<file path="src/rtl/reu_dma_seq.sv">
// REU DMA sequencer: drives C64 DMA/bus cycle controls, SDRAM strobes and
// register-file strobes; one byte per PHI2 cycle, two for swap.
// Ports: PHI2 (state on falling edge), Reset (sync, active-high),
//   Execute/XferType/Length1 from the register file, BA, RAMReady, Match;
//   DMA, AddrOE, C64RW, DataOE, C64Latch, RAMRD, RAMWR to bus and SDRAM;
//   IncCA, IncREUA, DecLen, XferEnd, SetEndBlock, SetFault back to the
//   register file; Busy.
// Option: define REU_BA_STALL_EN to make BA low stall the bus cycles.
module reu_dma_seq #(
   parameter int START_WAIT = 1
) (
   input  logic       PHI2,
   input  logic       Reset,
   input  logic       Execute,
   input  logic [1:0] XferType,
   input  logic       Length1,
   input  logic       BA,
   input  logic       RAMReady,
   input  logic       Match,
   output logic       DMA,
   output logic       AddrOE,
   output logic       C64RW,
   output logic       DataOE,
   output logic       C64Latch,
   output logic       RAMRD,
   output logic       RAMWR,
   output logic       IncCA,
   output logic       IncREUA,
   output logic       DecLen,
   output logic       XferEnd,
   output logic       SetEndBlock,
   output logic       SetFault,
   output logic       Busy
);

   typedef enum logic [1:0] {
      S_IDLE, S_START, S_XA, S_XB
   } state_t;

   localparam logic [1:0] XT_STASH  = 2'b00;
   localparam logic [1:0] XT_FETCH  = 2'b01;
   localparam logic [1:0] XT_SWAP   = 2'b10;
   localparam logic [1:0] XT_VERIFY = 2'b11;
   localparam logic [1:0] WAIT_LAST = 2'(START_WAIT - 1);

   state_t     state_q, state_d;
   logic [1:0] xt_q, xt_d;
   logic [1:0] wait_q, wait_d;
   logic       wrpend_q, wrpend_d;

   logic stall;
   logic in_xa, in_xb;
   logic done;
   logic fault;

`ifdef REU_BA_STALL_EN
   assign stall = !BA || !RAMReady;
`else
   // BA is ignored: board glue already keeps DMA off VIC cycles.
   logic ba_ign;
   assign ba_ign = BA & 1'b0;
   assign stall  = !RAMReady || ba_ign;
`endif

   assign in_xa = (state_q == S_XA) && !stall;
   assign in_xb = (state_q == S_XB) && !stall;
   assign done  = (in_xa && (xt_q != XT_SWAP)) || in_xb;
   assign fault = in_xa && (xt_q == XT_VERIFY) && !Match;

   always_ff @(negedge PHI2) begin
      if (Reset) begin
         state_q  <= S_IDLE;
         xt_q     <= 2'b00;
         wait_q   <= 2'b00;
         wrpend_q <= 1'b0;
      end else begin
         state_q  <= state_d;
         xt_q     <= xt_d;
         wait_q   <= wait_d;
         wrpend_q <= wrpend_d;
      end
   end

   always_comb begin
      state_d  = state_q;
      xt_d     = xt_q;
      wait_d   = wait_q;
      // A stashed byte is written to SDRAM during the following cycle.
      wrpend_d = in_xa && (xt_q == XT_STASH);
      unique case (state_q)
         S_IDLE: begin
            if (Execute) begin
               xt_d    = XferType;
               wait_d  = 2'b00;
               state_d = S_START;
            end
         end
         S_START: begin
            if (wait_q == WAIT_LAST) state_d = S_XA;
            else wait_d = wait_q + 2'd1;
         end
         S_XA: begin
            if (!stall) begin
               if (xt_q == XT_SWAP) state_d = S_XB;
               else if (Length1 || fault) state_d = S_IDLE;
            end
         end
         S_XB: begin
            if (!stall) state_d = Length1 ? S_IDLE : S_XA;
         end
         default: state_d = S_IDLE;
      endcase
   end

   always_comb begin
      DMA         = (state_q != S_IDLE);
      Busy        = (state_q != S_IDLE);
      AddrOE      = 1'b0;
      C64RW       = 1'b1;
      DataOE      = 1'b0;
      C64Latch    = 1'b0;
      RAMRD       = 1'b0;
      RAMWR       = wrpend_q;
      IncCA       = 1'b0;
      IncREUA     = 1'b0;
      DecLen      = 1'b0;
      XferEnd     = 1'b0;
      SetEndBlock = 1'b0;
      SetFault    = 1'b0;
      if (in_xa) begin
         AddrOE = 1'b1;
         unique case (xt_q)
            XT_STASH: C64Latch = 1'b1;
            XT_FETCH: begin
               RAMRD  = 1'b1;
               C64RW  = 1'b0;
               DataOE = 1'b1;
            end
            XT_SWAP: begin
               C64Latch = 1'b1;
               RAMRD    = 1'b1;
            end
            XT_VERIFY: RAMRD = 1'b1;
            default: ;
         endcase
      end
      if (in_xb) begin
         AddrOE = 1'b1;
         C64RW  = 1'b0;
         DataOE = 1'b1;
         RAMWR  = 1'b1;
      end
      // A reset cycle aborts: no register-file updates leak out.
      if (done && !Reset) begin
         IncCA       = 1'b1;
         IncREUA     = 1'b1;
         DecLen      = !Length1;
         XferEnd     = Length1 || fault;
         SetEndBlock = Length1;
         SetFault    = fault;
      end
   end

endmodule

</file>
<file path="config.mk">
export PLATFORM = sky130hd
export DESIGN_NAME = reu_dma_seq
export DESIGN_NICKNAME = d
export VERILOG_FILES = /design/src/rtl/reu_dma_seq.sv
export SDC_FILE = /design/constraint.sdc
export NUM_CORES = 1
export LEC_CHECK = 0
export CAP_MARGIN = 0
export CORE_AREA = 2 2 39 41
export DETAILED_ROUTE_END_ITERATION = 7
export DIE_AREA = 0 0 41 43
export MAX_ROUTING_LAYER = met4
export PLACE_DENSITY = 0.78
export SYNTH_ARGS = -nofsm -noshare
export SYNTH_HDL_FRONTEND = slang
export SYNTH_SLANG_ARGS = --single-unit
</file>
<file path="constraint.sdc">
create_clock -name PHI2 -period 3.1 [get_ports PHI2]
set_input_delay 0.775 -clock PHI2 [delete_from_list [all_inputs] [get_ports PHI2]]
set_output_delay 0.775 -clock PHI2 [all_outputs]
set_load 0.01 [all_outputs]
</file>
Word level (Yosys, flattened, before mapping) --
Cells that the tools add are included.
Cells by class: add/subtract/negate cells 1, eq/ne operators 13, muxes and demuxes 29, reductions and logical operators 22
Operator list (number):
- two-way mux 1 bit | 18
- two-way mux 2 bit | 9
- != test 2 bit (second input constant) | 6
- equality test 2 bit (second input constant) | 4
- case mux 2 bit (4 select lines) | 1
- logical AND 1 bit | 7
- zero test 2 bit | 3
- AND reduction 5 bit | 1
- equality test 2 x 1 -> 1 bit (second input constant) | 2
- case mux 2 bit (2 select lines) | 1
- nonzero test 2 bit | 2
- zero test 1 bit | 3
- != test 3 x 1 -> 1 bit (second input constant) | 1
- AND reduction 3 bit | 1
- OR reduction 3 bit | 1
- adder 2 x 1 -> 2 bit (second input constant) | 1
- logical OR 1 bit | 2
- AND reduction 2 bit | 1
- OR reduction 2 bit | 1
Word-level totals: bits in registers 7, bits of input ports 9, word-level logic and storage cells 69

Depth between registers and ports, before layout --
depth after elaboration 9, mapped depth 6, mapped depth without buffers 6

==> results.py <==
metrics = {
    "job": {
        "max_cap_violations": 0,
    },
    "clock_network": {
        "clk_root_buffer_cell": "sky130_fd_sc_hd__clkbuf_4",
        "h-tree-depth": 1,
        "cts_buffers": 3,
        "cts_hold_repair.buffers": 0,
        "worstSkewPairLatency_ns": 0.32,
        "cts_tree": "done",
        "cts_max_path_buffers": 2,
        "cts_sinks": 7,
        "clk_transition_reported_paths_ns": 0.03,
    },
    "place": {
        "place.port_buffers": 21,
        "gp_congestion": 0.728,
        "dp.cells": 116,
        "placed_area_um2": 913,
        "place_hpwl_um": 1120,
    },
    "detailed_routing": {
        "vias": 715,
        "antenna_violating_nets_post_route": 0,
        "vias_per_cell": 5.11,
        "wire_per_inst_um": 13.7,
        "drt_initial_violations": 13,
        "detail_route.drc_violations": 0,
        "drt-pass1-iter-count": 4,
        "drt_wl_total_um": 1920,
    },
    "grt": {
        "wire_length_of_the_first_global_routing_pass_um": 2700,
        "grt_antenna_before_repair": 0,
        "grt_max_degree": 14,
        "grt-ovfl-total": 0,
        "grt_pass1_vias": 708,
        "grtUsageTotal_pct": 23.5,
    },
    "hold_path": {
        "worst_hold_path_type": "flop to flop",
    },
    "sta": {
        "slew_violations": 0,
        "rsz0062_at_grt": "yes",
        "timing.final.ws_setup_ns": -0.654,
        "clock-skew-final_ns": 0.00869,
        "worst_pin_slew_ns": 0.254,
        "finalSetupTns_ns": -7.42,
        "final_hold_viol_count": 0,
        "timing.final.setup_violations": 15,
        "normalized_max_slew_margin_pct": 82.9,
    },
    "synth": {
        "synth.cells.most_frequent": "sky130_fd_sc_hd__nor2_1, sky130_fd_sc_hd__inv_1, sky130_fd_sc_hd__dfxtp_1",
        "ys_types": 30,
        "postSynthRegisterBits": 7,
        "synthDominantAreaCellType": "sky130_fd_sc_hd__dfxtp_1",
        "netlist_area_um2": 518,
        "synth_seq_area_share_pct": 27.1,
        "synth-edff-count": 0,
        "syn-num-nets": 76,
        "synth_area_per_cell_um2": 7.85,
        "leading_cell_type_by_number_of_instances_after_synthesis": "sky130_fd_sc_hd__nor2_1",
        "netlist_instances": 66,
        "synthesis.yosys.warnings": 0,
        "ys.flop_type": "sky130_fd_sc_hd__dfxtp_1",
        "synth-async-reset-ratio_pct": 0,
        "yosysTopAreaCellShare_pct": 27.1,
        "synthTopCellsByArea": "sky130_fd_sc_hd__dfxtp_1, sky130_fd_sc_hd__nor2_1, sky130_fd_sc_hd__mux2i_1, sky130_fd_sc_hd__inv_1, sky130_fd_sc_hd__nand3b_4",
    },
    "critical_path": {
        "startpoint_type": "flop",
        "worst_ep_required_time_ns": 2.32,
        "reg2reg_setup_slack_ns": 1.49,
        "r2r-end": "state_q[1]",
        "r2r_start": "state_q[0]",
        "worstSetupEndpointType": "output port",
        "worst_reg2reg_path_depth": 8,
        "worstPathArrival_ns": 2.98,
        "critical_path.endpoint": "XferEnd",
        "worst-path-max-fanout": 3,
        "critPathKind": "flop to output port",
        "startpoint": "state_q[0]",
    },
    "final_layout": {
        "seqCellArea_um2": 145,
        "fill_cell_instance_count_of_the_final_layout": 96,
        "antenna_cells_inserted": 0,
        "drive_above_1_share_pct": 61.3,
        "layout.cells.non_filler": 140,
        "multi_input_comb_area_um2": 409,
        "areaGrowthSynthToFinish_pct": 121,
        "post-route-cell-area_um2": 1140,
        "finish.net_count": 135,
    },
    "floorplanning": {
        "initial_core_util_pct": 37.4,
        "design.die.area_um2": 1760,
        "die_height_um": 43,
        "core_area_um2": 1380,
        "io_pins": 23,
        "die_w_um": 41,
        "num_rows": 14,
    },
    "pwr": {
        "power.share.switching_pct": 37.1,
        "comb_power_share_pct": 60.9,
        "total_leakage_power_nw": 0.595,
        "power-per-cell-area_nw_per_um2": 531,
        "sequentialPowerShare_pct": 19.3,
        "power.share.clock_pct": 19.7,
        "internal-power_uw": 381,
        "total_switching_power_uw": 225,
        "power.ir.vdd_worst_mv": 0.423,
    },
    "outcome": {
        "failed_checks": "setup timing",
        "status": "complete, but fails checks",
    },
}
[critical path: stages, from the launching register on]
cell and delay, ns:
sky130_fd_sc_hd__dfxtp_2 0.32, sky130_fd_sc_hd__nand3b_4 0.15, sky130_fd_sc_hd__or3_4 0.38, sky130_fd_sc_hd__a21oi_4 0.14, sky130_fd_sc_hd__buf_6 0.11
[timing repair]
action / in CTS / in global routing
endpoints found under the hold margin: 0 / 0
setup endpoints to repair: 17 / 16
resized for setup: 76 / 17
buffers inserted: 8 / 6
pin swaps: 9 / 3
[kinds of logic after synthesis]
family | synth area share [%]
AO/OA/AOI/OAI | 18.4
flip-flops | 27.1
buffers and inverters | 12.6
adder cells (fa/ha/maj) | 2.42
multiplexers | 9.90
AND/OR/NAND/NOR | 29.7
[routing by layer]
metal  wire (um)  part of all wire, %  track usage [%]
met5           0                    0                -
met1         616                   32             22.1
met4          38                  2.0             12.7
met2        1050                   55             37.8
met3         207                   11             9.95
[flip-flops by register name, indices dropped and copies added (netlist names)]
register and count:
wrpend_q 1, state_q 2, xt_q 2, wait_q 2
[worst min path at each step]
stage,startpoint,cells after the start,endpoint
2_1_floorplan,wait_q[0],2,wait_q[0]
3_3_place_gp,wait_q[0],2,wait_q[0]
5_1_grt,wait_q[0],2,wait_q[0]
3_5_place_dp,wait_q[0],2,wait_q[0]
6_report,wait_q[0],2,wait_q[0]
4_1_cts,wait_q[0],2,wait_q[0]
[power groups by stage]
stage	clock network (mW)	logic (mW)	registers (mW)
5_1_grt	0.138	0.390	0.118
6_report	0.120	0.370	0.117
3_3_place_gp	0.0160	0.242	0.113
3_5_place_dp	0.0160	0.249	0.115
4_1_cts	0.126	0.268	0.115
2_1_floorplan	0.0160	0.144	0.119
[layout by cell type (no fill, tap or decap), types with 3 or more instances in the layout]
cell type                          n
sky130_fd_sc_hd__buf_6            18
sky130_fd_sc_hd__inv_1            12
sky130_fd_sc_hd__dfxtp_2           4
sky130_fd_sc_hd__nor2_2            3
sky130_fd_sc_hd__nor2_4            4
sky130_fd_sc_hd__clkbuf_4          3
sky130_fd_sc_hd__buf_4            21
sky130_fd_sc_hd__nor2_1            6
sky130_fd_sc_hd__buf_2             6
sky130_fd_sc_hd__dfxtp_1           3
sky130_fd_sc_hd__mux2i_1           4
sky130_fd_sc_hd__clkdlybuf4s50_1   4
[stage by stage]
| step | setup WS, ns | util, % | hold slack [ns] | power, mW |
|---|---|---|---|---|
| after floorplan | -0.254 | - | 0.465 | 0.279 |
| after global placement | -0.725 | 66.0 | 0.488 | 0.371 |
| after detailed placement | -0.759 | 66.0 | 0.497 | 0.379 |
| after CTS | -0.650 | 73.8 | 0.525 | 0.509 |
| after global routing | -0.707 | 82.5 | 0.590 | 0.646 |
| final | -0.654 | 82.5 | 0.521 | 0.607 |
[layout make-up]
cell class,count,area share [%]
Clock inverter,8,2.63
Sequential cell,7,12.7
Tap cell,16,1.75
Multi-Input combinational cell,46,35.8
Clock buffer,3,1.97
Inverter,7,2.52
Timing Repair Buffer,53,42.6
Note: power is estimated with default switching activity, not from simulation.
==> RTL edit (same settings) <==
Encoding of `state_t`: now Gray code (2 bits for 4 states).
--- a/src/rtl/reu_dma_seq.sv
+++ b/src/rtl/reu_dma_seq.sv
@@ -35,5 +35,5 @@
 
    typedef enum logic [1:0] {
-      S_IDLE, S_START, S_XA, S_XB
+      S_IDLE = 2'b00, S_START = 2'b01, S_XA = 2'b11, S_XB = 2'b10
    } state_t;
 
Function: no difference found for any inputs over 10 cycles, from zero or initial values and one cycle with Reset high; not proved beyond that.
==> RTL edit against the original RTL <==
The flow still finishes with violations (negative setup slack). Cell area down 5.6%. Final cell count down 3.6%. Wire length up 2.3%. Critical path type unchanged. Sequential cell count unchanged. Area after synthesis up 1.2%. Worst setup slack worse by 0.079 ns.
Power is not compared: it rests on default switching activity, and its combinational part moved more than twofold at a synthesized area within 25%.
==> RTL edit: results (changes against the original RTL) <==
metric,value,unit,change
CTS Buf Count,3,,unchanged
"Buffers, non-clock",49,,-7.5%
nets,130,,-3.7%
worst r2r path cells,7,,-1
count of multi-input gates,47,,+2.2%
clock network area share,4.87,%,+0.27 points
"Net Count, Synth",77,,+1.3%
GRT Util Overall,24.6,%,+1.1 points
Cells after DPL,111,,-4.3%
flop2flop setup slack,1.61,ns,+0.12 ns
Slew Limit Headroom,81.6,%,-1.3 points
register area,148,um2,+1.7%
share of layout cells above drive strength 1,57.1,%,-4.1 points
"Arr. time, crit path",3.06,ns,+0.08 ns
Min Hold Slack,0.470,ns,-0.0506 ns
status,"finished, violations left",,
clock skew,0.0117,ns,+0.00302 ns
largest net degree at the start of global routing,9,,-5
Final setup violation count,14,,-1
syn avg cell area,7.82,um2,-0.30%
Post-synth top cells,"dfxtp_1, nand2_1, inv_1, nor2_1, and2_1",,
Placed Area,846,um2,-7.4%
Sw Ratio,36.5,%,
number of setup buffers added after CTS,9,,+1
fraction of area in multi-input gates,35.8,%,about the same
met2 usage in global routing,36.6,%,-1.3 points
inverter count,5,,-2
hold wc startpoint,wait_q[1],,
post-layout util,77.9,%,-4.6 points
# resized after CTS,78,,+2.6%
failing checks,negative setup slack,,
final sequential cell count,7,,unchanged
Critical R2R Launch,state_q[1],,
final WL,1.96,mm,+2.3%
fill count,105,,+9.4%
met3 usage,10.5,%,+0.52 points
"Seq/Total Area, Yosys",26.7,%,-0.32 points
setup_tns,-7.80,ns,-0.379 ns
Setup WS pre-CTS,-0.727,ns,+0.0321 ns
Synth area leaders,"dfxtp_1, and2_1, a311oi_2, buf_4, nand2_1",,
DP HPWL,1.14,mm,+1.6%
final worst setup slack,-0.733,ns,-0.0793 ns
1st-iter DRT viols,11,,-2
met1 Use GR,26.3,%,+4.1 points
NonClk Buf Share,41.5,%,-1.1 points
Yosys cell types,29,,-3.3%
number of global-route vias before repair,670,,-5.4%
final non-filler cell total,135,,-3.6%
Placer Congestion,0.787,,+8.0%
[RTL edit: changes by cell type in the layout (fill, tap and decap cells not counted), sizes merged, moves of 2 or more]
cell and delta:
a22oi -2, a311oi +3, and2 +5, buf -5, dlygate4sd2 +3, inv -2
mux2i -2, nand2 +5, nand2b -3, nor2 -7, nor3 +2
[RTL edit: critical path, stage by stage (launching register included)]
cell and delay [ns]:
dfxtp_4 0.35, a311oi_4 0.33, buf_4 0.18, buf_6 0.08
nor2b_4 0.13, buf_6 0.11
[RTL edit: cell families after synthesis]
logic type	share of synthesized area, %
compound gates	22.2
fa+ha+maj	2.39
flops	26.7
simple gates	31.3
mux	3.82
buf+inv	13.6
[RTL edit: final timing paths]
check,to
max,DecLen
min,wait_q[1]
max reg2reg,state_q[1]
min reg2reg,wait_q[1]
[RTL edit: per-layer routing]
layer  part of all wire [%]  routed length [um]  vias up
li1                       -                   -      330
met1                     38                 748      324
met2                     52                1020       34
met3                    5.4                 106       11
met4                    4.2                  82        0
met5                      0                   0        -
